### config.mk
export PLATFORM = sky130hd
export DESIGN_NAME = ibus_prefetch_flat
export DESIGN_NICKNAME = d
export VERILOG_FILES = /design/src/rtl/ibus_prefetch_pkg.sv /design/src/rtl/ibus_prefetch_if.sv /design/src/rtl/ibus_prefetch_sync_fifo.sv /design/src/rtl/ibus_prefetch.sv /design/src/flat_wrapper.sv
export SDC_FILE = /design/constraint.sdc
export NUM_CORES = 1
export LEC_CHECK = 0
export CAP_MARGIN = 20
export CORE_MARGIN = 5
export CORE_UTILIZATION = 45
export DETAILED_ROUTE_END_ITERATION = 6
export PLACE_DENSITY = 0.68
export SKIP_CTS_REPAIR_TIMING = 1
export SYNTH_ARGS = -nofsm -noshare
export SYNTH_HDL_FRONTEND = slang
export SYNTH_SLANG_ARGS = --single-unit
### constraint.sdc
create_clock -name clk -period 4.95 [get_ports clk]
set_input_delay 0.99 -clock clk [delete_from_list [all_inputs] [get_ports clk]]
set_output_delay 0.99 -clock clk [all_outputs]
set_load 0.01 [all_outputs]
### src/rtl/ibus_prefetch_pkg.sv
// Shared bus widths and reset PC for the instruction prefetch stage.
`ifndef IBUS_PREFETCH_DEFINES
`define IBUS_PREFETCH_DEFINES
`define InstAddrBus 31:0
`define InstBus 31:0
`define IBUS_RESET_PC 32'h8000_0000
`endif

package ibus_prefetch_pkg;
    localparam logic [`InstAddrBus] RESET_PC_DEF = `IBUS_RESET_PC;
    localparam logic [`InstBus]     INST_NOP     = '0;
    localparam int INST_ADDR_W = $bits(RESET_PC_DEF);
    localparam int INST_W      = $bits(INST_NOP);
    localparam int PC_STEP     = 4;
endpackage

### src/rtl/ibus_prefetch_if.sv
// Core fetch port, redirect and instruction-memory handshake of the prefetch stage.
interface ibus_prefetch_if #(
    parameter int ADDR_W = ibus_prefetch_pkg::INST_ADDR_W,
    parameter int DATA_W = ibus_prefetch_pkg::INST_W
);
    logic              redirect_i;
    logic [ADDR_W-1:0] redirect_pc_i;
    logic              inst_valid_o;
    logic [DATA_W-1:0] inst_o;
    logic [ADDR_W-1:0] inst_pc_o;
    logic              inst_ready_i;
    logic              mem_req_o;
    logic [ADDR_W-1:0] mem_addr_o;
    logic              mem_gnt_i;
    logic              mem_rvalid_i;
    logic [DATA_W-1:0] mem_rdata_i;

    // master: the prefetch stage; slave: core plus memory environment
    modport master (
        input  redirect_i, redirect_pc_i, inst_ready_i, mem_gnt_i, mem_rvalid_i, mem_rdata_i,
        output inst_valid_o, inst_o, inst_pc_o, mem_req_o, mem_addr_o
    );

    modport slave (
        output redirect_i, redirect_pc_i, inst_ready_i, mem_gnt_i, mem_rvalid_i, mem_rdata_i,
        input  inst_valid_o, inst_o, inst_pc_o, mem_req_o, mem_addr_o
    );
endinterface

### src/rtl/ibus_prefetch_sync_fifo.sv
// Small single-clock FIFO with flush and occupancy count; reads 0 when empty.
module ibus_prefetch_sync_fifo #(
    parameter int WIDTH = 64,
    parameter int DEPTH = 4,
    localparam int PTR_W = $clog2(DEPTH),
    localparam int CNT_W = PTR_W + 1
) (
    input  logic             clk,
    input  logic             rst,
    input  logic             push_i,
    input  logic [WIDTH-1:0] data_i,
    input  logic             pop_i,
    input  logic             flush_i,
    output logic [WIDTH-1:0] data_o,
    output logic             empty_o,
    output logic [CNT_W-1:0] count_o
);
    localparam logic [CNT_W-1:0] DEPTH_C = CNT_W'(DEPTH);

    logic [WIDTH-1:0] mem_q [DEPTH];
    logic [PTR_W-1:0] wr_ptr_q;
    logic [PTR_W-1:0] rd_ptr_q;
    logic [CNT_W-1:0] count_q;
    logic             do_push;
    logic             do_pop;

    assign empty_o = (count_q == '0);
    assign count_o = count_q;
    assign do_push = push_i && (count_q != DEPTH_C);
    assign do_pop  = pop_i && !empty_o;
    assign data_o  = empty_o ? '0 : mem_q[rd_ptr_q];

    always_ff @(posedge clk or posedge rst) begin
        if (rst) begin
            wr_ptr_q <= '0;
            rd_ptr_q <= '0;
            count_q  <= '0;
        end else if (flush_i) begin
            wr_ptr_q <= '0;
            rd_ptr_q <= '0;
            count_q  <= '0;
        end else begin
            if (do_push) wr_ptr_q <= wr_ptr_q + 1'b1;
            if (do_pop)  rd_ptr_q <= rd_ptr_q + 1'b1;
            case ({do_push, do_pop})
                2'b10:   count_q <= count_q + 1'b1;
                2'b01:   count_q <= count_q - 1'b1;
                default: count_q <= count_q;
            endcase
        end
    end

    // Storage needs no reset; the count alone decides what is valid.
    always_ff @(posedge clk) begin
        if (do_push && !flush_i) mem_q[wr_ptr_q] <= data_i;
    end
endmodule

### src/rtl/ibus_prefetch.sv
// Sequential instruction prefetcher: issues word fetches ahead of the core and
// buffers {pc, inst} pairs; a redirect flushes the buffer and drops in-flight data.
module ibus_prefetch
    import ibus_prefetch_pkg::*;
#(
    parameter int                ADDR_W   = INST_ADDR_W,
    parameter int                DATA_W   = INST_W,
    parameter int                DEPTH    = 4,
    parameter logic [ADDR_W-1:0] RESET_PC = ADDR_W'(RESET_PC_DEF)
) (
    input logic            clk,
    input logic            rst,
    ibus_prefetch_if.master bus
);
    localparam int CNT_W   = $clog2(DEPTH) + 1;
    localparam int ENTRY_W = ADDR_W + DATA_W;
    localparam logic [CNT_W:0]    DEPTH_C = (CNT_W + 1)'(DEPTH);
    localparam logic [ADDR_W-1:0] PC_INC  = ADDR_W'(PC_STEP);

    logic [ADDR_W-1:0]  req_pc_q, req_pc_d;
    logic [ADDR_W-1:0]  resp_pc_q, resp_pc_d;
    logic [CNT_W-1:0]   outstanding_q, outstanding_d;
    logic [CNT_W-1:0]   discard_q, discard_d;
    logic [CNT_W-1:0]   fifo_count;
    logic [CNT_W:0]     inflight;
    logic [ADDR_W-1:0]  redirect_pc;
    logic               grant;
    logic               rvalid;
    logic               fifo_push;
    logic               fifo_pop;
    logic               fifo_empty;
    logic [ENTRY_W-1:0] fifo_head;

    assign redirect_pc = bus.redirect_pc_i & ~ADDR_W'(3);

    // Buffered plus in-flight never exceeds DEPTH, so a response always has room.
    assign inflight       = {1'b0, fifo_count} + {1'b0, outstanding_q};
    assign bus.mem_req_o  = !rst && (inflight < DEPTH_C);
    assign bus.mem_addr_o = req_pc_q;

    assign grant     = bus.mem_req_o && bus.mem_gnt_i;
    assign rvalid    = bus.mem_rvalid_i;
    assign fifo_push = rvalid && (discard_q == '0) && !bus.redirect_i;
    assign fifo_pop  = bus.inst_valid_o && bus.inst_ready_i && !bus.redirect_i;

    always_comb begin
        outstanding_d = outstanding_q;
        case ({grant, rvalid})
            2'b10:   outstanding_d = outstanding_q + 1'b1;
            2'b01:   outstanding_d = outstanding_q - 1'b1;
            default: outstanding_d = outstanding_q;
        endcase

        // On redirect everything still owed by memory becomes stale, including
        // this cycle's grant; this cycle's response is already accounted for.
        discard_d = discard_q;
        if (bus.redirect_i) begin
            discard_d = outstanding_d;
        end else if (rvalid && (discard_q != '0)) begin
            discard_d = discard_q - 1'b1;
        end

        req_pc_d = req_pc_q;
        if (bus.redirect_i) begin
            req_pc_d = redirect_pc;
        end else if (grant) begin
            req_pc_d = req_pc_q + PC_INC;
        end

        resp_pc_d = resp_pc_q;
        if (bus.redirect_i) begin
            resp_pc_d = redirect_pc;
        end else if (fifo_push) begin
            resp_pc_d = resp_pc_q + PC_INC;
        end
    end

    always_ff @(posedge clk or posedge rst) begin
        if (rst) begin
            req_pc_q      <= RESET_PC;
            resp_pc_q     <= RESET_PC;
            outstanding_q <= '0;
            discard_q     <= '0;
        end else begin
            req_pc_q      <= req_pc_d;
            resp_pc_q     <= resp_pc_d;
            outstanding_q <= outstanding_d;
            discard_q     <= discard_d;
        end
    end

    ibus_prefetch_sync_fifo #(
        .WIDTH (ENTRY_W),
        .DEPTH (DEPTH)
    ) u_sync_fifo (
        .clk     (clk),
        .rst     (rst),
        .push_i  (fifo_push),
        .data_i  ({resp_pc_q, bus.mem_rdata_i}),
        .pop_i   (fifo_pop),
        .flush_i (bus.redirect_i),
        .data_o  (fifo_head),
        .empty_o (fifo_empty),
        .count_o (fifo_count)
    );

    assign bus.inst_valid_o = !fifo_empty;
    assign bus.inst_o       = fifo_head[DATA_W-1:0];
    assign bus.inst_pc_o    = fifo_head[ENTRY_W-1:DATA_W];
endmodule

### src/flat_wrapper.sv
// flat-port wrapper written by rule: the top's interface ports become plain ports
module ibus_prefetch_flat import ibus_prefetch_pkg::*;
#(
    parameter int                ADDR_W   = INST_ADDR_W,
    parameter int                DATA_W   = INST_W,
    parameter int                DEPTH    = 4,
    parameter logic [ADDR_W-1:0] RESET_PC = ADDR_W'(RESET_PC_DEF)
)
  (clk, rst, bus_redirect_i, bus_redirect_pc_i, bus_inst_ready_i, bus_mem_gnt_i, bus_mem_rvalid_i, bus_mem_rdata_i, bus_inst_valid_o, bus_inst_o, bus_inst_pc_o, bus_mem_req_o, bus_mem_addr_o);
  ibus_prefetch_if #(.ADDR_W(ADDR_W), .DATA_W(DATA_W)) bus_i ();
  input logic clk;
  input logic rst;
  input wire logic [$bits(bus_i.redirect_i)-1:0] bus_redirect_i;
  input wire logic [$bits(bus_i.redirect_pc_i)-1:0] bus_redirect_pc_i;
  input wire logic [$bits(bus_i.inst_ready_i)-1:0] bus_inst_ready_i;
  input wire logic [$bits(bus_i.mem_gnt_i)-1:0] bus_mem_gnt_i;
  input wire logic [$bits(bus_i.mem_rvalid_i)-1:0] bus_mem_rvalid_i;
  input wire logic [$bits(bus_i.mem_rdata_i)-1:0] bus_mem_rdata_i;
  output wire logic [$bits(bus_i.inst_valid_o)-1:0] bus_inst_valid_o;
  output wire logic [$bits(bus_i.inst_o)-1:0] bus_inst_o;
  output wire logic [$bits(bus_i.inst_pc_o)-1:0] bus_inst_pc_o;
  output wire logic [$bits(bus_i.mem_req_o)-1:0] bus_mem_req_o;
  output wire logic [$bits(bus_i.mem_addr_o)-1:0] bus_mem_addr_o;
  assign bus_i.redirect_i = bus_redirect_i;
  assign bus_i.redirect_pc_i = bus_redirect_pc_i;
  assign bus_i.inst_ready_i = bus_inst_ready_i;
  assign bus_i.mem_gnt_i = bus_mem_gnt_i;
  assign bus_i.mem_rvalid_i = bus_mem_rvalid_i;
  assign bus_i.mem_rdata_i = bus_mem_rdata_i;
  assign bus_inst_valid_o = bus_i.inst_valid_o;
  assign bus_inst_o = bus_i.inst_o;
  assign bus_inst_pc_o = bus_i.inst_pc_o;
  assign bus_mem_req_o = bus_i.mem_req_o;
  assign bus_mem_addr_o = bus_i.mem_addr_o;
  ibus_prefetch #(.ADDR_W(ADDR_W), .DATA_W(DATA_W), .DEPTH(DEPTH), .RESET_PC(RESET_PC)) u_core (.clk(clk), .rst(rst), .bus(bus_i));
endmodule
==> metrics.md, run 1 <==
| Metric | Value |
|---|---|
| Status | `finished, final reports clean` |
| CTS tree | `yes` |
| Max stage delay on crit path | `between 0.7 and 0.8 ns` |
| Worst Hold Class | `flop to flop` |
| Clock root buffer | `clkbuf_16` |
| Fraction of registers with async set/reset | `0.227` |
| Placed insts | `approximately 1.4k` |
| Core area | `around 0.03 mm^2` |
| Die width | `between 150 and 200 um` |
| Max-slew headroom | `0.390` |
| Number of synthesized flops with an enable pin | `roughly 250` |
| First-pass GRT wire length | `approximately 48 mm` |
| Pre-antenna DRT Iters | `5` |
| Tot GR Track Use | `0.174` |
| Most frequent cells in the layout | `248 x edfxtp_1, 160 x clkdlybuf4s50_1, 69 x dfrtp_1` |
| Final std cells w/o fill | `1476` |
| Share of cells above drive strength 1 | `0.145` |
| Synth Flop Type | `edfxtp_1` |
| DP Wirelength | `approximately 19 mm` |
| Mapped Cells | `893` |
| Row Count | `64` |
| N_diodes | `0` |
| Final GP Congestion | `~0.85` |
| PwrDens | `459 mW/mm^2` |
| Initial antenna violation count | `1` |
| Clock buffer depth | `3` |
| Worst skew pair latency | `around 0.51 ns` |
| Commonest non-fill, non-tap cell in the layout | `edfxtp_1` |
| Setup_tns | `0 ns` |
| Synth Area per Inst | `roughly 16 um^2` |
| Register area share after synthesis | `0.668` |
| Final WS setup | `1.03 ns` |
| Logic pwr share | `0.252` |
| Largest net degree at the start of global routing | `73` |
| Overflow after GRT | `0` |
| Tmin final | `~3.9 ns` |
| DRT antenna net count | `0` |
| Die Ht | `186 um` |
| Sink Count | `about 320` |
| DRC Markers | `0` |
| Vias | `between 8k and 9k` |
| Final Core Density | `0.560` |
| Max FO, Critical Path | `39` |
| Initial core utilization | `0.455` |
| Mapped Area | `between 0.01 and 0.015 mm^2` |
| CP Cell Sequence | `buf_12 > mux4_2 > and2_1 > clkdlybuf4s50_1` |
| Area delta synth->final | `23.1%` |
| Slew @ Worst Pin | `between 0.9 and 1 ns` |
| Final setup violation count | `0` |
| Final Slew Violations | `0` |
| H-tree depth | `2` |
| Net Sw Frac | `0.268` |
| Crit path required time | `3.96 ns` |
| Final hold vios | `0` |
| Synth cell types | `62` |
| Slowest cell on crit path | `dfrtp_4` |
| NumNets Final | `approximately 1.1k` |
| Crit path capture type | `output port` |
| Drt first-iter violations | `between 500 and 600` |
| RSZ-0062 raised after global routing | `false` |
| Worst setup SP type | `flop` |
| Arrival time worst endpoint | `between 2 and 3 ns` |
| Clock Skew | `0.0118 ns` |
| Max cap viols | `0` |
| P_int | `around 5.7 mW` |
| WL final | `30.0 mm` |
| # IOs | `168` |
| Power share of the sequential group | `0.423` |
| Wire per inst | `around 20 um` |
| Final Cycle Share | `0.791` |
| Leakage Power | `~5.7 nW` |
| Critical path class | `flop to output port` |
| Switching power total | `between 2 and 2.5 mW` |
| FF+latch count, synth | `~320` |
| Pre-CTS setup slack | `~1.3 ns` |
| Clk pwr share | `0.325` |
| Area of the die | `roughly 0.034 mm^2` |
| DR vias/cell | `5.66` |
| Port Buffers | `~160` |
| Number of global-route vias before repair | `8570` |
| Clock transition at path regs | `0.06 ns` |
| CTS buffer count | `34` |
| Worst vdd ir | `around 250 uV` |
| Synth warn | `0` |
| WHS | `between 0.4 and 0.5 ns` |
| Fmax | `around 0.26 GHz` |
==> cells in the mapped netlist (6+ instances only) <==
master / number / share of area
edfxtp_1: 248 / 0.54
dfrtp_1: 71 / 0.13
and2_1: 67 / 0.030
mux4_2: 62 / 0.10
nor2_1: 46 / 0.012
clkbuf_1: 36 / 0.0097
nand2_1: 30 / 0.0081
nand3_1: 26 / 0.0094
nor3_1: 24 / 0.0086
nor4_1: 22 / 0.0099
a211oi_1: 21 / 0.011
and4_1: 17 / 0.011
xnor2_1: 16 / 0.010
nand4_1: 15 / 0.0068
and3_1: 14 / 0.0063
mux2_2: 13 / 0.011
inv_1: 12 / 0.0032
a21oi_1: 11 / 0.0040
ha_1: 11 / 0.0099
o31ai_1: 11 / 0.0059
a31oi_1: 9 / 0.0041
buf_2: 9 / 0.0032
a311oi_1: 8 / 0.0050
nand2b_1: 7 / 0.0032
xor2_1: 7 / 0.0044
mux2i_1: 6 / 0.0043
o21ai_0: 6 / 0.0022
or3_1: 6 / 0.0027
==> cell families (layout without fill, tap and decap cells) <==
| family | count (synthesis) | after routing | synth area share |
|---|---|---|---|
| AO/OA/AOI/OAI | 83 | 83 | 0.0437 |
| XOR/XNOR | 23 | 23 | 0.0145 |
| adder cells (fa/ha/maj) | 13 | 13 | 0.0128 |
| buffers and inverters | 67 | 251 | 0.0201 |
| flip-flops | 321 | 321 | 0.668 |
| multiplexers | 81 | 81 | 0.115 |
| other | 1 | 4 | 0.000270 |
| AND/OR/NAND/NOR | 304 | 304 | 0.125 |
==> stage by stage <==
step | total power [mW] | area (um^2)
detailed placement | 5.39 | 16000
floorplan | 4.44 | 13900
CTS | 7.96 | 17100
finish | 7.84 | 17100
global placement | 5.36 | 16000
global route | 8.26 | 17100
==> final timing paths <==
check,start,to,slack [ns],depth (start not counted)
worst min-delay path,u_core.outstanding_q[2],u_core.outstanding_q[2],0.50,1
worst max-delay path,u_core.u_sync_fifo.rd_ptr_q[0],bus_inst_pc_o[25],1.03,4
min in group asynchronous,rst,u_core.bus.mem_addr_o[2],1.01,2
max in group asynchronous,rst,u_core.resp_pc_q[31],3.11,3
worst min register to register,u_core.outstanding_q[2],u_core.outstanding_q[2],0.50,1
worst max register to register,u_core.u_sync_fifo.count_o[2],u_core.discard_q[2],2.11,10
==> critical path, delay by kind of cell, from the launching register on <==
| family | cells | cell delay (ns) |
|---|---|---|
| buffers and inverters | 2 | 0.90 |
| flip-flops | 1 | 0.78 |
| multiplexers | 1 | 0.55 |
| AND/OR/NAND/NOR | 1 | 0.17 |
==> registers in the layout, summed over array words and instances, names as in the netlist <==
name                         count
u_core.outstanding_q             3
u_core.u_sync_fifo.rd_ptr_q      2
u_core.bus.mem_addr_o           30
u_core.u_sync_fifo.mem_q       248
u_core.discard_q                 3
u_core.u_sync_fifo.wr_ptr_q      2
u_core.resp_pc_q                30
u_core.u_sync_fifo.count_o       3
==> power groups by stage <==
| stage | Sequential, mW | Clock [mW] | Combinational, mW |
|---|---|---|---|
| 3_3_place_gp | 3.37 | 0 | 2.00 |
| 4_1_cts | 3.32 | 2.61 | 2.03 |
| 2_1_floorplan | 3.27 | 0 | 1.18 |
| 6_report | 3.32 | 2.55 | 1.98 |
| 3_5_place_dp | 3.37 | 0 | 2.02 |
| 5_1_grt | 3.35 | 2.74 | 2.16 |
==> final cells by class <==
type	instances	area, um^2
repair buffers	176	1790
inverters	13	48.8
clock inverters	20	234
well taps	396	495
multi-input cells	508	4350
flip-flops and latches	321	9280
clock buffers	42	891
fillers	2409	13400
==> layer usage <==
layer | global-route usage | routed length [um] | up-vias | share of wire
li1 | - | - | 3841 | -
met1 | 0.252 | 13200 | 4182 | 0.44
met2 | 0.279 | 14100 | 291 | 0.47
met3 | 0.0360 | 2200 | 42 | 0.073
met4 | 0.0370 | 524 | 2 | 0.017
met5 | 0 | 7 | - | 0.00023
No activity file was read; power rests on OpenSTA's default activity.
==> inputs of run 2 (changes only) <==
==> constraint.sdc (replaced) <==
create_clock -name clk -period 3.95 [get_ports clk]
set_input_delay 0.79 -clock clk [delete_from_list [all_inputs] [get_ports clk]]
set_output_delay 0.79 -clock clk [all_outputs]
set_load 0.01 [all_outputs]
==> metrics.md, run 2 (synthesized netlist as in run 1, its figures left out) <==
| Metric | Value |
|---|---|
| Commonest non-fill, non-tap cell in the layout | `edfxtp_1 (unchanged)` |
| Worst Hold Class | `flop to flop (unchanged)` |
| Final Cycle Share | `0.897` |
| Largest net degree at the start of global routing | `67 (was 73)` |
| Leakage Power | `5.72 nW (about the same)` |
| N_diodes | `0 (unchanged)` |
| Final WS setup | `0.407 ns (was 1.03 ns)` |
| # IOs | `168 (unchanged)` |
| Overflow after GRT | `0 (unchanged)` |
| Final setup violation count | `0 (unchanged)` |
| H-tree depth | `2 (unchanged)` |
| Worst vdd ir | `315 uV (was 250 uV)` |
| Sink Count | `321 (unchanged)` |
| Row Count | `64 (unchanged)` |
| Critical path class | `flop to output port (unchanged)` |
| Clock Skew | `0.00971 ns (was 0.0118 ns)` |
| Crit path required time | `3.16 ns (was 3.96 ns)` |
| Hold Crit Endpoint | `u_core.outstanding_q[2] (unchanged)` |
| Switching power total | `2.62 mW (was 2.10 mW)` |
| Hold Crit Depth | `1 (unchanged)` |
| Pre-CTS setup slack | `0.636 ns (was 1.33 ns)` |
| Share of cells above drive strength 1 | `0.149 (was 0.145)` |
| Worst skew pair latency | `0.50 ns (was 0.51 ns)` |
| PwrDens | `568 mW/mm^2 (was 459 mW/mm^2)` |
| WL final | `30.0 mm (about the same)` |
| Arrival time worst endpoint | `2.75 ns (was 2.93 ns)` |
| Tmin final | `about 3.5 ns` |
| First-pass GRT wire length | `47.4 mm (was 47.5 mm)` |
| Clock root buffer | `clkbuf_16 (unchanged)` |
| CTS buffer count | `35 (was 34)` |
| Reg2reg start | `u_core.u_sync_fifo.count_o[2] (unchanged)` |
| DR vias/cell | `5.65 (was 5.66)` |
| Die width | `186 um (unchanged)` |
| Initial core utilization | `0.455 (unchanged)` |
| Clk pwr share | `0.310 (was 0.325)` |
| WHS | `0.509 ns (was 0.496 ns)` |
| Vias | `8374 (was 8358)` |
| DRC Markers | `0 (unchanged)` |
| Clock transition at path regs | `0.06 ns (about the same)` |
| Pre-antenna DRT Iters | `6 (was 5)` |
| CTS tree | `yes (unchanged)` |
| Final Core Density | `0.560 (about the same)` |
| Most flops, register | `u_core.u_sync_fifo.mem_q (unchanged)` |
| Status | `finished, final reports clean (unchanged)` |
| Final Slew Violations | `0 (unchanged)` |
| Setup_tns | `0 ns (unchanged)` |
| Area of the die | `0.0345 mm^2 (unchanged)` |
| Most frequent cells in the layout | `248 x edfxtp_1, 160 x clkdlybuf4s50_1, 69 x dfrtp_1 (unchanged)` |
| Final std cells w/o fill | `1482 (was 1476)` |
| Worst R2R End | `u_core.bus.mem_addr_o[12] (was u_core.discard_q[2])` |
| Crit path capture type | `output port (unchanged)` |
| Area delta synth->final | `23.1% (about the same)` |
| Max FO, Critical Path | `36 (was 39)` |
| Slowest cell on crit path | `or3_2 (was dfrtp_4)` |
| Net Sw Frac | `0.270 (was 0.268)` |
| Power share of the sequential group | `0.425 (was 0.423)` |
| Clock buffer depth | `3 (unchanged)` |
| Logic pwr share | `0.265 (was 0.252)` |
| Placed insts | `1418 (was 1414)` |
| Tot GR Track Use | `0.175 (was 0.174)` |
| Hold Crit Start | `u_core.outstanding_q[2] (unchanged)` |
| Core area | `0.0305 mm^2 (unchanged)` |
| Fmax | `about 0.28 GHz` |
| Max-slew headroom | `0.495 (was 0.390)` |
| Initial antenna violation count | `0 (was 1)` |
| Wire per inst | `20.2 um (was 20.3 um)` |
| NumNets Final | `1143 (was 1137)` |
| CP Cell Sequence | `or3_2 > buf_16 > and2_1 > clkdlybuf4s50_1 (was buf_12 > mux4_2 > and2_1 > clkdlybuf4s50_1)` |
| R2R setup slack | `1.09 ns (was 2.11 ns)` |
| DRT antenna net count | `0 (unchanged)` |
| RSZ-0062 raised after global routing | `false (unchanged)` |
| Max stage delay on crit path | `0.80 ns (was 0.78 ns)` |
| Worst R2R Path Depth | `5 (was 10)` |
| Max cap viols | `0 (unchanged)` |
| FILL cells | `2421 (was 2409)` |
| Die Ht | `186 um (unchanged)` |
| Final GP Congestion | `0.858 (was 0.851)` |
| Port Buffers | `161 (unchanged)` |
| Worst setup SP type | `flop (unchanged)` |
| DP Wirelength | `18.7 mm (was 19.2 mm)` |
| P_int | `7.09 mW (was 5.74 mW)` |
| Slew @ Worst Pin | `0.751 ns (was 0.915 ns)` |
| Final hold vios | `0 (unchanged)` |
| Drt first-iter violations | `518 (was 516)` |
| Number of global-route vias before repair | `8570 (unchanged)` |
| Max reg flops | `248 (unchanged)` |
-- run 2: cell type report --
class	instances	area (um^2)	area share
inverters	13	48.8	0.00285
flip-flops and latches	321	9280	0.543
repair buffers	181	1850	0.108
well taps	396	495	0.0290
multi-input cells	508	4350	0.254
clock buffers	48	967	0.0566
clock inverters	15	98.8	0.00578
-- run 2: power by group through the flow --
| stage | Sequential [mW] | Clock (mW) | Combinational [mW] |
|---|---|---|---|
| final | 4.13 | 3.01 | 2.57 |
| after global routing | 4.16 | 3.26 | 2.81 |
| after CTS | 4.13 | 3.09 | 2.59 |
| after detailed placement | 4.19 | 0 | 2.58 |
| after global placement | 4.18 | 0 | 2.55 |
| after floorplan | 4.10 | 0 | 1.47 |
-- run 2: worst max-delay path by stage --
| stage | slack [ns] | startpoint | depth (start not counted) | endpoint |
|---|---|---|---|---|
| after floorplan | 0.28 | bus_mem_rvalid_i | 5 | u_core.u_sync_fifo.mem_q[0][0] |
| after global placement | 0.67 | bus_mem_rvalid_i | 8 | u_core.u_sync_fifo.count_o[2] |
| after detailed placement | 0.64 | bus_mem_rvalid_i | 8 | u_core.u_sync_fifo.count_o[2] |
| after CTS | 0.26 | u_core.u_sync_fifo.count_o[0] | 3 | bus_inst_pc_o[24] |
| after global routing | 0.25 | u_core.u_sync_fifo.count_o[0] | 4 | bus_inst_pc_o[24] |
| final | 0.41 | u_core.u_sync_fifo.count_o[0] | 4 | bus_inst_pc_o[24] |
-- run 2: worst max-delay path: cells and delay by family (launching register included) --
| kind | cells | cell delay (ns) |
|---|---|---|
| DFF | 1 | 0.48 |
| and+or+nand+nor | 2 | 0.96 |
| buffers and inverters | 2 | 0.81 |
-- run 2: metrics by stage --
step	cell area, um^2	total power, mW
CTS	17100	9.81
floorplan	13900	5.57
detailed placement	16000	6.77
finish	17100	9.71
global placement	16000	6.73
global route	17100	10.2
-- run 2: metal layers --
metal	vias to the layer above	global-route usage	routed length (um)
met4	0	0.0539	774
met2	286	0.270	13700
li1	3849	-	-
met5	-	0	0
met3	52	0.0297	1930
met1	4187	0.256	13600
==> inputs of run 3 (changes only) <==
--- a/config.mk
+++ b/config.mk
@@ -8,6 +8,7 @@
 export CAP_MARGIN = 20
 export CORE_MARGIN = 5
 export CORE_UTILIZATION = 45
+export CTS_BUF_LIST = sky130_fd_sc_hd__clkbuf_8 sky130_fd_sc_hd__clkbuf_16
 export DETAILED_ROUTE_END_ITERATION = 6
 export PLACE_DENSITY = 0.68
 export SKIP_CTS_REPAIR_TIMING = 1
==> metrics.md, run 3 (synthesized netlist as in run 1, its figures left out) <==
| Metric | Value |
|---|---|
| Status | `finished, final reports clean (unchanged)` |
| Max reg flops | `248 (unchanged)` |
| Max FO, Critical Path | `36 (unchanged)` |
| Final std cells w/o fill | `1482 (unchanged)` |
| PwrDens | `566 mW/mm^2 (was 568 mW/mm^2)` |
| Row Count | `64 (unchanged)` |
| Tot GR Track Use | `0.175 (about the same)` |
| Die width | `186 um (unchanged)` |
| NumNets Final | `1143 (unchanged)` |
| Max-slew headroom | `0.495 (unchanged)` |
| RSZ-0062 raised after global routing | `false (unchanged)` |
| Crit path depth | `4 (unchanged)` |
| Fmax | `0.282 GHz (about the same)` |
| Worst R2R Path Depth | `5 (unchanged)` |
| CTS tree | `yes (unchanged)` |
| WL final | `29.9 mm (was 30.0 mm)` |
| H-tree depth | `2 (unchanged)` |
| # IOs | `168 (unchanged)` |
| Pre-CTS setup slack | `0.636 ns (unchanged)` |
| Number of global-route vias before repair | `8565 (was 8570)` |
| Most flops, register | `u_core.u_sync_fifo.mem_q (unchanged)` |
| Most frequent cells in the layout | `248 x edfxtp_1, 160 x clkdlybuf4s50_1, 69 x dfrtp_1 (unchanged)` |
| Area delta synth->final | `23.1% (unchanged)` |
| Final setup violation count | `0 (unchanged)` |
| Switching power total | `2.62 mW (about the same)` |
| Final GP Congestion | `0.858 (unchanged)` |
| Setup_tns | `0 ns (unchanged)` |
| Wire per inst | `20.2 um (about the same)` |
| DRT antenna net count | `0 (unchanged)` |
| Logic pwr share | `0.265 (about the same)` |
| Power share of the sequential group | `0.426 (was 0.425)` |
| Critical path class | `flop to output port (unchanged)` |
| DR vias/cell | `5.63 (was 5.65)` |
| Worst vdd ir | `315 uV (about the same)` |
| Slew @ Worst Pin | `0.751 ns (about the same)` |
| Top Family by Delay on Critical Path | `simple AND/OR/NAND/NOR gates (unchanged)` |
| Leakage Power | `5.77 nW (was 5.72 nW)` |
| Final Slew Violations | `0 (unchanged)` |
| Max stage delay on crit path | `0.80 ns (about the same)` |
| Arrival time worst endpoint | `2.75 ns (about the same)` |
| Worst Hold Class | `flop to flop (unchanged)` |
| Clock root buffer | `clkbuf_16 (unchanged)` |
| Buf/Inv on CP | `2 (unchanged)` |
| Net Sw Frac | `0.271 (was 0.270)` |
| Clock transition at path regs | `0.06 ns (about the same)` |
| Pre-antenna DRT Iters | `6 (unchanged)` |
| Clk pwr share | `0.309 (was 0.310)` |
| Crit. Startpoint | `u_core.u_sync_fifo.count_o[0] (unchanged)` |
| P_int | `7.06 mW (was 7.09 mW)` |
| Final Cycle Share | `0.897 (about the same)` |
| Slowest cell on crit path | `or3_2 (unchanged)` |
| Final hold vios | `0 (unchanged)` |
| Tmin final | `3.54 ns (about the same)` |
| Overflow after GRT | `0 (unchanged)` |
| Crit path required time | `3.16 ns (about the same)` |
| Initial core utilization | `0.455 (unchanged)` |
| Area of the die | `0.0345 mm^2 (unchanged)` |
| CTS buffer count | `35 (unchanged)` |
| Reg2reg start | `u_core.u_sync_fifo.count_o[2] (unchanged)` |
| Placed insts | `1418 (unchanged)` |
| Worst R2R End | `u_core.bus.mem_addr_o[12] (unchanged)` |
| DP Wirelength | `18.7 mm (unchanged)` |
| CP Cell Sequence | `or3_2 > buf_16 > and2_1 > clkdlybuf4s50_1 (unchanged)` |
| Die Ht | `186 um (unchanged)` |
| Commonest non-fill, non-tap cell in the layout | `edfxtp_1 (unchanged)` |
| Crit path capture type | `output port (unchanged)` |
| Drt first-iter violations | `520 (was 518)` |
| First-pass GRT wire length | `47.4 mm (about the same)` |
| Vias | `8351 (was 8374)` |
| Largest net degree at the start of global routing | `67 (unchanged)` |
| Initial antenna violation count | `0 (unchanged)` |
| Final WS setup | `0.407 ns (about the same)` |
| Worst setup SP type | `flop (unchanged)` |
| Clock buffer depth | `3 (unchanged)` |
| Final Core Density | `0.560 (unchanged)` |
| N_diodes | `0 (unchanged)` |
| Placement Cell Area | `0.0160 mm^2 (unchanged)` |
| Share of cells above drive strength 1 | `0.149 (unchanged)` |
| R2R setup slack | `1.07 ns (was 1.09 ns)` |
| CP Capture Point | `bus_inst_pc_o[24] (unchanged)` |
| Clock Skew | `0.0111 ns (was 0.00971 ns)` |
| Max cap viols | `0 (unchanged)` |
| Sink Count | `321 (unchanged)` |
| DRC Markers | `0 (unchanged)` |
| Port Buffers | `161 (unchanged)` |
| Core area | `0.0305 mm^2 (unchanged)` |
| Worst skew pair latency | `0.50 ns (about the same)` |
| Fin area | `0.0171 mm^2 (unchanged)` |
==> run 3: cell types whose count changed in the layout (fill, tap and decap cells not counted), sizes merged <==
cell    change
clkbuf     -11
inv        +11
==> run 3: metal layers <==
| layer | vias up | wire (um) | global-route usage |
|---|---|---|---|
| met5 | - | 0 | 0 |
| met4 | 0 | 775 | 0.0539 |
| met3 | 54 | 2050 | 0.0297 |
| met2 | 294 | 13600 | 0.270 |
| met1 | 4158 | 13500 | 0.257 |
| li1 | 3845 | - | - |
==> run 3: area by class of cell <==
class | count | area (um^2)
clock inverters | 26 | 140
repair buffers | 181 | 1850
well taps | 396 | 495
multi-input cells | 508 | 4350
flip-flops and latches | 321 | 9280
inverters | 13 | 48.8
clock buffers | 37 | 926
fillers | 2421 | 13400
==> run 3: worst register-to-register path, stage by stage, from the launching register on <==
cell	delay [ns]
dfrtp_1	0.45
ha_1	0.34
or4_4	0.58
or4_1	0.82
or2_0	0.32
a221oi_1	0.27
==> run 3: how the worst min path moves through the flow <==
stage | start | to | cells after the start
after floorplan | u_core.outstanding_q[2] | u_core.outstanding_q[2] | 1
after global placement | u_core.outstanding_q[2] | u_core.outstanding_q[2] | 1
after detailed placement | u_core.outstanding_q[2] | u_core.outstanding_q[2] | 1
after CTS | u_core.outstanding_q[2] | u_core.outstanding_q[2] | 1
after global routing | u_core.outstanding_q[2] | u_core.outstanding_q[2] | 1
final | u_core.outstanding_q[2] | u_core.outstanding_q[2] | 1
==> run 3: through the flow <==
step	power (mW)	hold WS [ns]
floorplan	5.57	0.458
global placement	6.73	0.492
detailed placement	6.77	0.494
CTS	9.78	0.509
global route	10.2	0.534
finish	9.68	0.509
==> run 3: power groups by stage <==
stage | combinational (mW) | sequential (mW) | clock, mW
after floorplan | 1.47 | 4.10 | 0
after global routing | 2.81 | 4.16 | 3.24
after global placement | 2.55 | 4.18 | 0
after detailed placement | 2.58 | 4.19 | 0
final | 2.57 | 4.13 | 2.99
after CTS | 2.59 | 4.13 | 3.06
